--- config.mk ---
export PLATFORM = sky130hd
export DESIGN_NAME = disp_fetch_ctrl_flat
export DESIGN_NICKNAME = d
export VERILOG_FILES = /design/src/rtl/disp_fetch_if.sv /design/src/rtl/disp_fetch_ctrl.sv /design/src/flat_wrapper.sv
export SDC_FILE = /design/constraint.sdc
export NUM_CORES = 1
export LEC_CHECK = 0
export BUFFER_PORTS_ARGS = -buffer_cell sky130_fd_sc_hd__buf_2
export CORE_MARGIN = 3
export CORE_UTILIZATION = 54
export CTS_BUF_LIST = sky130_fd_sc_hd__clkbuf_8 sky130_fd_sc_hd__clkbuf_16
export DETAILED_ROUTE_END_ITERATION = 6
export PLACE_DENSITY_LB_ADDON = 0.1
export REMOVE_ABC_BUFFERS = 1
export SYNTH_ARGS = -nofsm -noshare
export SYNTH_HDL_FRONTEND = slang
export SYNTH_SLANG_ARGS = --single-unit
--- constraint.sdc ---
create_clock -name ACLK -period 5.01 [get_ports ACLK]
set_clock_uncertainty 0.1 [all_clocks]
set_input_delay 0.2505 -clock ACLK [delete_from_list [all_inputs] [get_ports ACLK]]
set_output_delay 0.2505 -clock ACLK [all_outputs]
set_load 0.02 [all_outputs]
--- src/rtl/disp_fetch_if.sv ---
// Display-fetch bundle: VRAM AXI4 read channel, display buffer write port and control/status.
// master is the fetch controller's view; slave is the VRAM/buffer/timing side.
interface disp_fetch_if;
  logic        DISPON;
  logic        VSTART;
  logic [31:0] VRAMADDR;
  logic        BUF_WREADY;
  logic        FIFORST;
  logic [63:0] FIFOIN;
  logic        FIFOWR;
  logic [31:0] ARADDR;
  logic [7:0]  ARLEN;
  logic        ARVALID;
  logic        ARREADY;
  logic [63:0] RDATA;
  logic        RLAST;
  logic        RVALID;
  logic        RREADY;
  logic        BUSY;
  logic        ERR;

  modport master (
    input  DISPON, VSTART, VRAMADDR, BUF_WREADY, ARREADY, RDATA, RLAST, RVALID,
    output FIFORST, FIFOIN, FIFOWR, ARADDR, ARLEN, ARVALID, RREADY, BUSY, ERR
  );

  modport slave (
    output DISPON, VSTART, VRAMADDR, BUF_WREADY, ARREADY, RDATA, RLAST, RVALID,
    input  FIFORST, FIFOIN, FIFOWR, ARADDR, ARLEN, ARVALID, RREADY, BUSY, ERR
  );
endinterface

--- src/rtl/disp_fetch_ctrl.sv ---
// Frame-fetch controller: once per frame, streams the VRAM image into the display FIFO
// using fixed-length AXI4 read bursts, one outstanding burst at a time.
module disp_fetch_ctrl #(
  parameter int unsigned FRAME_BEATS = 153600,
  parameter int unsigned BURST_LEN   = 16,
  parameter int unsigned RST_CYCLES  = 8
) (
  input  logic        ACLK,
  input  logic        ARSTN,
  disp_fetch_if.master io_bus
);

  localparam int unsigned NumBursts = FRAME_BEATS / BURST_LEN;
  localparam int unsigned RemW      = $clog2(NumBursts + 1);
  localparam int unsigned BeatW     = $clog2(BURST_LEN);
  localparam int unsigned RstW      = $clog2(RST_CYCLES + 1);

  localparam logic [31:0]      AddrStep = 32'(BURST_LEN * 8);
  localparam logic [RemW-1:0]  RemInit  = RemW'(NumBursts);
  localparam logic [BeatW-1:0] BeatLast = BeatW'(BURST_LEN - 1);
  localparam logic [RstW-1:0]  RstLast  = RstW'(RST_CYCLES - 1);

  localparam logic [2:0] StIdle = 3'd0;
  localparam logic [2:0] StFrst = 3'd1;
  localparam logic [2:0] StWait = 3'd2;
  localparam logic [2:0] StAddr = 3'd3;
  localparam logic [2:0] StData = 3'd4;

  logic [2:0]       r_state, w_state_nxt;
  logic [31:0]      r_addr, w_addr_nxt;
  logic [31:0]      r_araddr, w_araddr_nxt;
  logic [RemW-1:0]  r_rem, w_rem_nxt;
  logic [BeatW-1:0] r_beat_cnt, w_beat_cnt_nxt;
  logic [RstW-1:0]  r_rst_cnt, w_rst_cnt_nxt;
  logic             r_restart, w_restart_nxt;
  logic             r_err, w_err_nxt;
  logic [63:0]      r_fifoin;
  logic             r_fifowr;

  logic        w_vstart_acc;
  logic        w_ar_hs;
  logic        w_beat;
  logic        w_rlast_err;
  logic [31:0] w_base;
  logic        w_unused_addr;

  assign w_vstart_acc  = io_bus.VSTART & io_bus.DISPON;
  assign w_ar_hs       = (r_state == StAddr) & io_bus.ARREADY;
  // RREADY is high for the whole of DATA, so RVALID alone qualifies a beat there.
  assign w_beat        = (r_state == StData) & io_bus.RVALID;
  assign w_rlast_err   = w_beat & (io_bus.RLAST != (r_beat_cnt == BeatLast));
  assign w_base        = {io_bus.VRAMADDR[31:7], 7'b0};
  assign w_unused_addr = ^io_bus.VRAMADDR[6:0];

  always_comb begin
    w_state_nxt    = r_state;
    w_addr_nxt     = r_addr;
    w_araddr_nxt   = r_araddr;
    w_rem_nxt      = r_rem;
    w_beat_cnt_nxt = r_beat_cnt;
    w_rst_cnt_nxt  = r_rst_cnt;
    w_restart_nxt  = r_restart;
    w_err_nxt      = r_err;

    unique case (r_state)
      StIdle: begin
        if (w_vstart_acc) begin
          w_state_nxt   = StFrst;
          w_rst_cnt_nxt = '0;
        end
      end
      StFrst: begin
        if (w_vstart_acc) begin
          w_rst_cnt_nxt = '0;
        end else if (r_rst_cnt == RstLast) begin
          w_state_nxt = StWait;
        end else begin
          w_rst_cnt_nxt = r_rst_cnt + 1'b1;
        end
      end
      StWait: begin
        // A new frame start wins over both the frame-done and the display-off exits.
        if (r_restart || w_vstart_acc) begin
          w_state_nxt   = StFrst;
          w_rst_cnt_nxt = '0;
        end else if (!io_bus.DISPON || (r_rem == '0)) begin
          w_state_nxt = StIdle;
        end else if (io_bus.BUF_WREADY) begin
          w_state_nxt  = StAddr;
          w_araddr_nxt = r_addr;
        end
      end
      StAddr: begin
        if (w_ar_hs) begin
          w_state_nxt = StData;
          w_addr_nxt  = r_addr + AddrStep;
          w_rem_nxt   = r_rem - 1'b1;
        end
      end
      StData: begin
        if (w_beat) begin
          if (io_bus.RLAST) begin
            w_state_nxt    = StWait;
            w_beat_cnt_nxt = '0;
          end else begin
            w_beat_cnt_nxt = r_beat_cnt + 1'b1;
          end
        end
      end
      default: begin
        w_state_nxt = StIdle;
      end
    endcase

    if (w_state_nxt == StFrst) begin
      w_restart_nxt = 1'b0;
    end else if (w_vstart_acc) begin
      w_restart_nxt = 1'b1;
    end

    // The re-latch overrides the handshake increment; ARADDR lives in its own register.
    if (w_vstart_acc) begin
      w_addr_nxt = w_base;
      w_rem_nxt  = RemInit;
      w_err_nxt  = 1'b0;
    end
    if (w_rlast_err) begin
      w_err_nxt = 1'b1;
    end
  end

  always_ff @(posedge ACLK) begin
    if (!ARSTN) begin
      r_state    <= StIdle;
      r_addr     <= '0;
      r_araddr   <= '0;
      r_rem      <= '0;
      r_beat_cnt <= '0;
      r_rst_cnt  <= '0;
      r_restart  <= 1'b0;
      r_err      <= 1'b0;
      r_fifoin   <= '0;
      r_fifowr   <= 1'b0;
    end else begin
      r_state    <= w_state_nxt;
      r_addr     <= w_addr_nxt;
      r_araddr   <= w_araddr_nxt;
      r_rem      <= w_rem_nxt;
      r_beat_cnt <= w_beat_cnt_nxt;
      r_rst_cnt  <= w_rst_cnt_nxt;
      r_restart  <= w_restart_nxt;
      r_err      <= w_err_nxt;
      r_fifowr   <= w_beat;
      if (w_beat) begin
        r_fifoin <= io_bus.RDATA;
      end
    end
  end

  assign io_bus.FIFORST = (r_state == StFrst);
  assign io_bus.ARVALID = (r_state == StAddr);
  assign io_bus.RREADY  = (r_state == StData);
  assign io_bus.BUSY    = (r_state != StIdle);
  assign io_bus.ARADDR  = r_araddr;
  assign io_bus.ARLEN   = 8'(BURST_LEN - 1);
  assign io_bus.FIFOIN  = r_fifoin;
  assign io_bus.FIFOWR  = r_fifowr;
  assign io_bus.ERR     = r_err;

endmodule

--- src/flat_wrapper.sv ---
// flat-port wrapper written by rule: the top's interface ports become plain ports
module disp_fetch_ctrl_flat 
#(
  parameter int unsigned FRAME_BEATS = 153600,
  parameter int unsigned BURST_LEN   = 16,
  parameter int unsigned RST_CYCLES  = 8
)
  (ACLK, ARSTN, io_bus_DISPON, io_bus_VSTART, io_bus_VRAMADDR, io_bus_BUF_WREADY, io_bus_ARREADY, io_bus_RDATA, io_bus_RLAST, io_bus_RVALID, io_bus_FIFORST, io_bus_FIFOIN, io_bus_FIFOWR, io_bus_ARADDR, io_bus_ARLEN, io_bus_ARVALID, io_bus_RREADY, io_bus_BUSY, io_bus_ERR);
  disp_fetch_if io_bus_i ();
  input  logic ACLK;
  input  logic ARSTN;
  input wire logic [$bits(io_bus_i.DISPON)-1:0] io_bus_DISPON;
  input wire logic [$bits(io_bus_i.VSTART)-1:0] io_bus_VSTART;
  input wire logic [$bits(io_bus_i.VRAMADDR)-1:0] io_bus_VRAMADDR;
  input wire logic [$bits(io_bus_i.BUF_WREADY)-1:0] io_bus_BUF_WREADY;
  input wire logic [$bits(io_bus_i.ARREADY)-1:0] io_bus_ARREADY;
  input wire logic [$bits(io_bus_i.RDATA)-1:0] io_bus_RDATA;
  input wire logic [$bits(io_bus_i.RLAST)-1:0] io_bus_RLAST;
  input wire logic [$bits(io_bus_i.RVALID)-1:0] io_bus_RVALID;
  output wire logic [$bits(io_bus_i.FIFORST)-1:0] io_bus_FIFORST;
  output wire logic [$bits(io_bus_i.FIFOIN)-1:0] io_bus_FIFOIN;
  output wire logic [$bits(io_bus_i.FIFOWR)-1:0] io_bus_FIFOWR;
  output wire logic [$bits(io_bus_i.ARADDR)-1:0] io_bus_ARADDR;
  output wire logic [$bits(io_bus_i.ARLEN)-1:0] io_bus_ARLEN;
  output wire logic [$bits(io_bus_i.ARVALID)-1:0] io_bus_ARVALID;
  output wire logic [$bits(io_bus_i.RREADY)-1:0] io_bus_RREADY;
  output wire logic [$bits(io_bus_i.BUSY)-1:0] io_bus_BUSY;
  output wire logic [$bits(io_bus_i.ERR)-1:0] io_bus_ERR;
  assign io_bus_i.DISPON = io_bus_DISPON;
  assign io_bus_i.VSTART = io_bus_VSTART;
  assign io_bus_i.VRAMADDR = io_bus_VRAMADDR;
  assign io_bus_i.BUF_WREADY = io_bus_BUF_WREADY;
  assign io_bus_i.ARREADY = io_bus_ARREADY;
  assign io_bus_i.RDATA = io_bus_RDATA;
  assign io_bus_i.RLAST = io_bus_RLAST;
  assign io_bus_i.RVALID = io_bus_RVALID;
  assign io_bus_FIFORST = io_bus_i.FIFORST;
  assign io_bus_FIFOIN = io_bus_i.FIFOIN;
  assign io_bus_FIFOWR = io_bus_i.FIFOWR;
  assign io_bus_ARADDR = io_bus_i.ARADDR;
  assign io_bus_ARLEN = io_bus_i.ARLEN;
  assign io_bus_ARVALID = io_bus_i.ARVALID;
  assign io_bus_RREADY = io_bus_i.RREADY;
  assign io_bus_BUSY = io_bus_i.BUSY;
  assign io_bus_ERR = io_bus_i.ERR;
  disp_fetch_ctrl #(.FRAME_BEATS(FRAME_BEATS), .BURST_LEN(BURST_LEN), .RST_CYCLES(RST_CYCLES)) u_core (.ACLK(ACLK), .ARSTN(ARSTN), .io_bus(io_bus_i));
endmodule
## Word level (Yosys, flattened, before mapping)

Cells that the tools add are included.

| word-level totals | value |
|---|---|
| bits in registers | 156 |
| input port bits | 104 |
| output and inout bits | 110 |
| logic and storage cells | 75 |

| cells by class | value |
|---|---|
| add/subtract/negate cells | 4 |
| equality and inequality tests | 11 |
| mux-type cells | 24 |
| bitwise logic cells | 7 |
| reduce and logical (&&, ||, !) cells | 17 |

Operator list:

| kind | number |
|---|---|
| $mux 32 | 3 |
| $mux 14 | 3 |
| $add 32x8->32 const B | 1 |
| $mux 3 | 9 |
| $mux 4 | 5 |
| $pmux 3 s5 | 1 |
| $logic_not 14->1 | 1 |
| $sub 14x1->14 const B | 1 |
| $pmux 4 s3 | 1 |
| $add 4x1->4 const B | 2 |
| $reduce_and 4->1 | 2 |
| $eq 3x1->1 const B | 2 |
| $eq 3x2->1 const B | 2 |
| $reduce_and 2->1 | 3 |
| $reduce_bool 2->1 | 3 |
| $reduce_bool 3->1 | 2 |
| $and 1x1->1 | 4 |
| $eq 4x3->1 const B | 1 |
| $eq 4x4->1 const B | 1 |
| $ne 2x1->1 const B | 2 |
| $reduce_or 2->1 | 2 |
| $eq 3x3->1 const B | 1 |
| $logic_not 3->1 | 1 |
| $ne 3x2->1 const B | 1 |
| other kinds (5) | 9 |

## Longest topological paths before layout

| depth | value |
|---|---|
| depth after elaboration | 7 |
| depth in mapped cells | 7 |
| depth with buffers taken out | 5 |

## Worst setup path before layout

No wires, ideal clock.

| path | value |
|---|---|
| path type | reg-to-reg |
| start | reg u_core.r_state[0] |
| end | reg u_core.r_addr[26] |
| setup time | 0.074 ns |
| arrival | 1.787 ns |
| required time | 4.836 ns |
| slack | 3.049 ns |
| stages on the path, launching flop included | 6 |
| buffers on the path | 1 |
| clock period less this slack | 1.961 ns |
| cell sequence | dfxtp_1 > nand4b_4 > or4_1 > buf_2 > or4_1 > a31oi_1 |

| between the ends | value |
|---|---|
| longest elaborated chain between the ends | 4 |
| elaborated cells between the ends (all ways) | 5 |
| classes of those cells | eq/ne: 1; bitwise: 1; reduce/logical: 3 |

RTL lines:

| what | line | text |
|---|---|---|
| start, declared | disp_fetch_ctrl.sv:29 | `logic [2:0] r_state, w_state_nxt;` |
| start signal, assigned | disp_fetch_ctrl.sv:134 | `r_state <= StIdle;` |
| start signal, assigned | disp_fetch_ctrl.sv:145 | `r_state <= w_state_nxt;` |
| $eq 3x2->1 * | disp_fetch_ctrl.sv:48, disp_fetch_ctrl.sv:65 |  |
| $and 1x1->1 | disp_fetch_ctrl.sv:48 | `assign w_ar_hs = (r_state == StAddr) & io_bus.ARREADY;` |
| $reduce_bool 2->1 (no line) | - |  |
| $reduce_and 2->1 (no line) * | - |  |
| end signal, assigned | disp_fetch_ctrl.sv:146 | `r_addr <= w_addr_nxt;` |
| end, declared | disp_fetch_ctrl.sv:30 | `logic [31:0] r_addr, w_addr_nxt;` |

Mark *: on every way between the ends. The rest lies on a longest branch, timed or not.
A chain may end at the register's enable or synchronous reset.

## Final worst setup path

| path | value |
|---|---|
| start | reg u_core.r_state[1] |
| end | reg u_core.r_addr[23] |

Same word-level chain as after synthesis.

==> metrics.md <==
| Metric | Value |
|---|---|
| Max-slew violation count | `0` |
| Critical Path RT | `approximately 5.4 ns` |
| GP Congestion | `0.822` |
| Clock Sinks | `about 140` |
| CTS root buffer | `clkbuf_8` |
| Top_reg_cell synth | `dfxtp_1` |
| 1st-iter DRT viols | `between 500 and 600` |
| Largest net degree at the start of global routing | `74` |
| Max cap viols | `0` |
| Vias in the first global route | `about 6200` |
| Sequential share of the synthesized area | `a little under half` |
| Final Hold Vio Count | `0` |
| Initial cell density of the core | `56.9%` |
| Synth unique cells | `53` |
| IO Port Bufs | `between 150 and 200` |
| H-tree Lvls | `4` |
| Slew @ Worst Pin | `1.10 ns` |
| CP startpoint kind | `register` |
| Layout cells sized above 1 | `about a quarter` |
| Max-slew headroom | `a little over a quarter` |
| Area Growth Syn to Fin | `40.6%` |
| Max frequency | `between 300 and 400 MHz` |
| Antenna viol nets, final | `0` |
| CP cell instances | `and4b_1, nand3_1, or4_1, a31oi_1` |
| GRT Resource Usage Total | `between 20 and 30%` |
| Overflow after GRT | `0` |
| Post-detail-place hpwl | `~10000 um` |
| Worst EP arrival | `3.18 ns` |
| Fin util | `79.9%` |
| Worst r2r path cells | `4` |
| FFs w/ async S/R, synth | `0%` |
| Crit-path max cell delay | `0.73 ns` |
| Leakage power | `between 3 and 4 nW` |
| Mapped cell area | `between 6000 and 7000 um2` |
| Horiz. Die Dim | `112 um` |
| Initial antenna violation count | `1` |
| Most frequent cell after synthesis | `nand2_1` |
| Final setup vio count | `0` |
| Nets | `1099` |
| Clock period minus worst slack | `roughly 2.8 ns` |
| Clk_lat worst skew | `0.52 ns` |
| CORE AREA | `approximately 11000 um2` |
| YS warnings | `0` |
| Routed via count | `roughly 6400` |
| Power density over cell area | `about 310 nW/um2` |
| Die area | `between 10000 and 15000 um2` |
| Hold depth | `4` |
| EDFF count, synth | `0` |
| Peak fanout along the critical path | `19` |
| Synth top area share | `around 47%` |
| Status | `completed` |
| Initial DRT Pass Iterations | `5` |
| TritonCTS Buffers | `17` |
| Num rows | `37` |
| Die Y | `112 um` |
| Max VDD drop | `0.203 mV` |
| Total Wirelength | `between 15000 and 20000 um` |
| Slowest cell on the critical path | `and4b_1` |
| First-pass GRT wire length | `around 31000 um` |
| FF+latch count, synth | `approximately 140` |
| Clock Tree Buf Depth | `2` |
| CTS clk-pin slew, worst paths | `0.06 ns` |
| DRC | `0` |
| RSZ-0062 raised after global routing | `false` |
| Num ports | `214` |
| Post-synthesis average cell area | `slightly above 8 um2` |
| Synth top cells by count | `203 x nand2_1, 142 x dfxtp_1, 84 x a21oi_1, 41 x clkbuf_1, 35 x o21ai_0` |
| Synth area leader | `dfxtp_1` |
| Hold Path Class | `primary input to register` |
| Critical setup path kind | `register to register` |
| TritonCTS clock tree | `yes` |
| Finished Cell Area | `approximately 8500 um2` |
| Vias per cell | `5.57` |
| Post-route setup TNS | `0 ns` |
| Routed length per instance | `around 17 um` |
| Worst setup EP type | `register` |
| Synth area leaders | `dfxtp_1 47%, nand2_1 13%, a21oi_1 7.0%, mux2i_1 4.3%, o21ai_0 2.9%` |
| Final period util | `56.4%` |
| Cells after synthesis | `740` |
| Placed cell areas | `slightly below 7000 um2` |
per-layer routing:
layer	share of wire, %	routed length, um	global-route usage, %
met5	0	0	0
met1	39	7310	34.3
met2	50	9450	50.7
met3	7.1	1350	7.88
met4	3.9	744	14.5
where the power goes:
part	switching [mW]	internal, mW	total (mW)
sequential	0.0231	1.15	1.17
combinational	0.0938	0.0999	0.194
clock	0.477	0.828	1.31
total	0.594	2.08	2.67
worst paths after layout:
check,startpoint,to,slack [ns]
max,u_core.r_state[1]$_SDFF_PN0_,u_core.r_addr[23]$_SDFFE_PN0P_,2.18
min,io_bus_RVALID,u_core.r_state[2]$_SDFF_PN0_,0.01
max reg2reg,u_core.r_state[1]$_SDFF_PN0_,u_core.r_addr[23]$_SDFFE_PN0P_,2.18
min reg2reg,u_core.io_bus.FIFOIN[18]$_SDFFE_PN0N_,u_core.io_bus.FIFOIN[18]$_SDFFE_PN0N_,0.35
flip-flops by register name (all words and copies together) (netlist names):
signal	count
u_core.io_bus.FIFOIN	64
u_core.io_bus.ARADDR	25
u_core.io_bus.ERR	1
u_core.r_state	3
u_core.io_bus.FIFOWR	1
u_core.r_beat_cnt	4
u_core.r_restart	1
u_core.r_addr	25
u_core.r_rem	14
u_core.r_rst_cnt	4
timing repair:
action / CTS / global route
gates resized for setup: 0 / 0
hold endpoints to repair: 92 / 0
buffers inserted: 0 / 0
hold buffers: 90 / 0
cells by family after synthesis:
family / share of synthesized area [%]
multiplexers: 4.32
adder cells (fa/ha/maj): 0.830
AND/OR/NAND/NOR: 23.8
AO/OA/AOI/OAI: 15.9
XOR/XNOR: 2.18
flip-flops: 47.2
buffers and inverters: 5.71
other: 0.125
cells in the final DEF, fill, tap and decap left out, drive strengths merged, types with 2 or more instances in the layout:
cell type and instances:
dfxtp 142, nand4 13, o31ai 11, inv 10
conb 15, o211ai 2, and3b 2, o21ai 35
ha 4, and2 2, nor2b 2, nor4 3
o21a 2, and3 2, nand3 14, a211oi 4
nor4b 2, xnor2 6, and4 3, nand4bb 2
a31oi 19, or3 11, clkinvlp 3, clkinv 3
clkbuf 19, nor3b 2, mux2i 26, buf 195
xor2 9, a21oi 85, nand2 203, nand3b 3
dlygate4sd3 90, bufinv 4, nor2 20, a311oi 3
or4 14, nor3 5
final cells by class:
cell class,count,area (um2)
Fill cell,681,2130
Tap cell,136,170
Inverter,7,26.3
Antenna cell,1,2.50
Clock inverter,13,173
Multi-Input combinational cell,538,2930
Sequential cell,142,2840
Clock buffer,19,442
Timing Repair Buffer,285,1890
per-stage QoR:
| stage | worst slack (ns) | hold slack, ns | std cells | power (mW) |
|---|---|---|---|---|
| finish | 2.18 | 0.0129 | 1141 | 2.67 |
| global route | 2.04 | 0.0335 | 1141 | 2.75 |
| CTS | 2.21 | 0.00125 | 1140 | 2.67 |
| detailed placement | 2.22 | 0.343 | 1018 | 1.32 |
| global placement | 2.29 | 0.338 | 1018 | 1.32 |
| floorplan | -1.20 | 0.264 | 687 | 1.25 |
critical path: cells and delay by family, from the launching register on:
family / cells / cell delay (ns)
AO/OA/AOI/OAI: 1 / 0.16
AND/OR/NAND/NOR: 3 / 1.82
flip-flops: 1 / 0.67
Note: power is estimated with default switching activity, not from simulation.
